$ cat src/rtl/memory_responder.sv
// memory_responder: arbitrates instruction and data requests onto a single
// RAM port, waits for the RAM to report ACCESS, and returns a one-cycle hit
// (or merror on RAM ERROR / timeout) from a dedicated DONE cycle.
//
//   state | meaning
//   ------+--------------------------------------------------------------
//   IDLE  | no transaction; arbitrate (data beats instruction) and latch
//   IREQ  | instruction read on the RAM port, waiting for ACCESS
//   DREQ  | data read or write on the RAM port, waiting for ACCESS
//   DONE  | single cycle presenting ihit/dhit/merror; requests not sampled
module memory_responder #(
  parameter int TIMEOUT = 16,
  parameter int ADDR_W  = 32
) (
  input  logic              CLK,
  input  logic              nRST,
  input  logic              iREN,
  input  logic [ADDR_W-1:0] iaddr,
  output logic              ihit,
  output logic [ADDR_W-1:0] iload,
  input  logic              dREN,
  input  logic              dWEN,
  input  logic [ADDR_W-1:0] daddr,
  input  logic [ADDR_W-1:0] dstore,
  output logic              dhit,
  output logic [ADDR_W-1:0] dload,
  output logic              ramREN,
  output logic              ramWEN,
  output logic [ADDR_W-1:0] ramaddr,
  output logic [ADDR_W-1:0] ramstore,
  input  logic [ADDR_W-1:0] ramload,
  input  logic [1:0]        ramstate,
  output logic              merror
);

  localparam int CNT_W = (TIMEOUT > 1) ? $clog2(TIMEOUT) : 1;
  localparam logic [CNT_W-1:0] CNT_LAST = CNT_W'(TIMEOUT - 1);
  localparam logic [ADDR_W-1:0] ALIGN_MASK = {{(ADDR_W-2){1'b1}}, 2'b00};
  localparam logic [1:0] RAM_ACCESS = 2'd2;
  localparam logic [1:0] RAM_ERROR  = 2'd3;

  typedef enum logic [1:0] {IDLE, IREQ, DREQ, DONE} state_t;

  state_t            state, next_state;
  logic [CNT_W-1:0]  wait_cnt;
  logic [ADDR_W-1:0] addr_q, data_q, iload_q, dload_q;
  logic              write_q;
  logic              ihit_q, dhit_q, merr_q;
  logic              data_req, access, abort;

  assign data_req = dREN | dWEN;
  assign access   = (ramstate == RAM_ACCESS);
  // ERROR, or the last allowed wait cycle passing without ACCESS
  assign abort    = (ramstate == RAM_ERROR) || (wait_cnt == CNT_LAST);

  // state register, asynchronously returned to IDLE by reset
  always_ff @(posedge CLK or negedge nRST) begin
    if (!nRST) state <= IDLE;
    else       state <= next_state;
  end

  // next-state decode and RAM-port / response outputs
  always_comb begin
    next_state = state;
    ramREN     = 1'b0;
    ramWEN     = 1'b0;
    ramaddr    = '0;
    ramstore   = '0;
    ihit       = 1'b0;
    dhit       = 1'b0;
    merror     = 1'b0;
    case (state)
      IDLE: begin
        if (data_req)  next_state = DREQ;
        else if (iREN) next_state = IREQ;
      end
      IREQ: begin
        ramREN  = 1'b1;
        ramaddr = addr_q;
        if (access || abort) next_state = DONE;
      end
      DREQ: begin
        ramREN   = !write_q;
        ramWEN   = write_q;
        ramaddr  = addr_q;
        ramstore = data_q;
        if (access || abort) next_state = DONE;
      end
      DONE: begin
        ihit       = ihit_q;
        dhit       = dhit_q;
        merror     = merr_q;
        next_state = IDLE;
      end
      default: next_state = IDLE;
    endcase
  end

  // request latching, wait counter, load registers and response flags
  always_ff @(posedge CLK or negedge nRST) begin
    if (!nRST) begin
      wait_cnt <= '0;
      addr_q   <= '0;
      data_q   <= '0;
      write_q  <= 1'b0;
      iload_q  <= '0;
      dload_q  <= '0;
      ihit_q   <= 1'b0;
      dhit_q   <= 1'b0;
      merr_q   <= 1'b0;
    end else begin
      case (state)
        IDLE: begin
          wait_cnt <= '0;
          ihit_q   <= 1'b0;
          dhit_q   <= 1'b0;
          merr_q   <= 1'b0;
          if (data_req) begin
            addr_q  <= daddr & ALIGN_MASK;
            data_q  <= dstore;
            write_q <= dWEN;
          end else if (iREN) begin
            addr_q  <= iaddr & ALIGN_MASK;
            data_q  <= '0;
            write_q <= 1'b0;
          end
        end
        IREQ, DREQ: begin
          if (access) begin
            if (state == IREQ) begin
              iload_q <= ramload;
              ihit_q  <= 1'b1;
            end else begin
              // writes complete with a hit but leave dload alone
              if (!write_q) dload_q <= ramload;
              dhit_q <= 1'b1;
            end
          end else begin
            wait_cnt <= wait_cnt + 1'b1;
            if (abort) merr_q <= 1'b1;
          end
        end
        default: begin
          wait_cnt <= '0;
          ihit_q   <= 1'b0;
          dhit_q   <= 1'b0;
          merr_q   <= 1'b0;
        end
      endcase
    end
  end

  assign iload = iload_q;
  assign dload = dload_q;

endmodule

$ cat config.mk
export PLATFORM = sky130hd
export DESIGN_NAME = memory_responder
export DESIGN_NICKNAME = d
export VERILOG_FILES = /design/src/rtl/memory_responder.sv
export SDC_FILE = /design/constraint.sdc
export NUM_CORES = 1
export LEC_CHECK = 0
export CORE_MARGIN = 2
export CORE_UTILIZATION = 30
export CTS_CLUSTER_SIZE = 40
export DETAILED_ROUTE_END_ITERATION = 10
export MAX_ROUTING_LAYER = met4
export PLACE_DENSITY = 0.62
export SLEW_MARGIN = 5
export SYNTH_ARGS = -nofsm -noshare
export SYNTH_HDL_FRONTEND = slang
export SYNTH_SLANG_ARGS = --single-unit
$ cat constraint.sdc
create_clock -name CLK -period 2.45 [get_ports CLK]
set_input_delay 0.49 -clock CLK [delete_from_list [all_inputs] [get_ports CLK]]
set_output_delay 0.49 -clock CLK [all_outputs]
set_load 0.1 [all_outputs]
==> flow_summary.json <==
{
  "status": "completed",
  "synth_edf_count": 0,
  "routed_wirelength_mm": 17.1,
  "layout-drive-gt1-share_pct": 34.3,
  "ys_types": 31,
  "num_antenna_cells": 0,
  "synth_area_leaders": "dfrtp_1, mux2_4, and2_1",
  "synth_top_area_share_pct": 56.4,
  "max_freq_ghz": 0.433,
  "dp_hpwl_mm": 12.3,
  "synth.cell_area_um2": 6030,
  "grt_max_degree": 91,
  "drt_iter0_markers": 133,
  "wl_per_cell_um": 16.8,
  "post-cts-setup-buffers": 0,
  "antenna_found_initial": 0,
  "setup_viol": 0,
  "numPortBuffers": 261,
  "yosysTopAreaCell": "dfrtp_1",
  "die_h_um": 146,
  "fp.dieArea_um2": 21300,
  "maxSlewHeadroom_pct": 51.9,
  "drc_errors": 0,
  "grt_pass1_wl_mm": 26.9,
  "cts_inserted_buffers": 17,
  "io_pins": 268,
  "drt.antenna.violating_nets": 0,
  "synthToLayoutAreaGrowth_pct": 67.8,
  "synthCells": 472,
  "worst_pin_slew_ns": 0.719,
  "clock-sinks": 136,
  "core_area_um2": 19600,
  "grt_overflow": 0,
  "critical_path_required_ns": 1.96,
  "maxSlewViolCount": 0,
  "dr.pass1.iters": 4,
  "place.gp.congestion": 0.820,
  "cp.arrival_ns": 1.82,
  "fin_crit_sh_pct": 94.2,
  "synth_ff_type": "dfrtp_1",
  "yosysMostFrequentCell": "dfrtp_1",
  "startpoint_type": "flop",
  "via_count": 4599,
  "hold_class": "in -> async",
  "htree_levels": 4,
  "row_count": 51,
  "ys_ff_latch": 136,
  "clockBufferDepth": 2,
  "first_global_vias": 4916,
  "finalHoldViolCount": 0,
  "syn_area_per_cell_um2": 12.8,
  "crit_fanout": 18,
  "rsz0062_at_grt": "false",
  "ys_seq_area_share_pct": 56.4,
  "avgViaCountPerCell": 4.54,
  "synth_commonest_cells": "dfrtp_1, and2_1, mux2_2",
  "drv_cap": 0,
  "finalCriticalPeriod_ns": 2.31,
  "path_clk_slew_ns": 0.06,
  "finClkSkew_ns": 0.0123,
  "start_util_pct": 30.8,
  "fin_cells": 1014,
  "yosysWarnings": 0,
  "async_flop_share_pct": 100,
  "setup_tns_ns": 0,
  "grt.total_usage_pct": 16.5,
  "dp.cells": 981,
  "clk_latency_ns": 0.41,
  "end_kind": "primary output",
  "die_width_um": 146,
  "cts_tree": "built",
  "path_class": "reg -> out",
  "ctsRootBufferMaster": "clkbuf_16",
  "nNetsFinal": 877
}
[state kept, by name (all words and copies together) (netlist names)]
register  flops
addr_q       30
data_q       32
dhit_q        1
dload        32
ihit_q        1
iload        32
merr_q        1
state         2
wait_cnt      4
write_q       1
[logic make-up (layout without fill, tap and decap cells)]
family | count (synthesis) | in the layout | synth area share, %
DFF | 136 | 136 | 56.4
and+or+nand+nor | 115 | 115 | 10.4
muxes | 98 | 98 | 19.5
AOI/OAI and AO/OA | 76 | 76 | 8.54
buffers and inverters | 39 | 315 | 3.75
adders and majority gates | 6 | 6 | 1.24
other | 1 | 2 | 0.0621
xor gates and xnor gates | 1 | 1 | 0.145
[layer usage]
layer | part of all wire (%) | vias up | track usage (%) | wire [um]
li1 | - | 2161 | - | -
met5 | 0 | - | - | 0
met4 | 0.82 | 0 | 4.41 | 140
met2 | 50 | 179 | 26.5 | 8480
met3 | 6.8 | 9 | 4.83 | 1160
met1 | 43 | 2250 | 20.3 | 7260
[metrics by stage]
stage / hold slack, ns / setup WS [ns] / cell area [um^2] / utilization [%]
2_1_floorplan: 0.194 / 0.141 / 6040 / -
4_1_cts: 0.108 / 0.00868 / 10100 / 51.4
3_3_place_gp: 0.455 / 0.0790 / 9450 / 48.2
6_report: 0.0866 / 0.141 / 10100 / 51.7
5_1_grt: 0.121 / 0.0342 / 10100 / 51.7
3_5_place_dp: 0.463 / 0.0218 / 9450 / 48.2
[cell type report]
| type | count | area, um^2 |
|---|---|---|
| clock inverter | 13 | 158 |
| multi-input combinational | 298 | 2460 |
| sequential | 136 | 3400 |
| tap | 265 | 332 |
| clock buffer | 19 | 453 |
| timing repair buffer | 277 | 3290 |
| inverter | 6 | 27.5 |
| fill | 1663 | 9460 |
[placed cells by master, fill, tap and decap left out, types with 2 or more instances in the layout]
cell / netlist / routed
a21oi_1: 7 / 7
a22o_1: 33 / 33
and2_1: 66 / 66
buf_12: 3 / 69
buf_4: 2 / 76
bufinv_16: 0 / 2
clkbuf_16: 0 / 18
clkbuf_8: 0 / 2
clkdlybuf4s50_1: 0 / 129
clkinv_4: 0 / 3
conb_1: 1 / 2
dfrtp_1: 136 / 136
ha_1: 6 / 4
inv_1: 5 / 4
inv_6: 1 / 7
mux2_2: 36 / 36
mux2_4: 30 / 30
mux2i_1: 32 / 32
nand2_1: 32 / 32
nand3_1: 3 / 2
nor2_1: 7 / 5
o21ai_0: 32 / 32
or3_1: 2 / 2
[worst max-delay path, stage by stage, from the launching register on]
cell       delay (ns)
dfrtp_1          0.39
inv_1            0.12
ha_4             0.35
clkbuf_16        0.19
and2_1           0.18
buf_12           0.18
[timing repair]
item	in CTS	in global routing
hold buffers	0	0
endpoints found under the setup margin	30	63
hold endpoints to repair	0	0
gates cloned	0	1
gates resized for setup	4	5
[worst paths after layout]
path / from / endpoint / cells after the start / slack, ns
max: state[1] / ramaddr[28] / 5 / 0.14
min: nRST / dload[7] / 1 / 0.09
max in group asynchronous: nRST / dload[25] / 2 / 1.65
min reg2reg: addr_q[18] / addr_q[18] / 2 / 0.47
min in group CLK: addr_q[18] / addr_q[18] / 2 / 0.47
max reg2reg: state[1] / dload[26] / 6 / 0.33
Power is left out: the tool's default activity adds up to more than one toggle a clock period on the data nets, which glitch-free logic cannot reach.
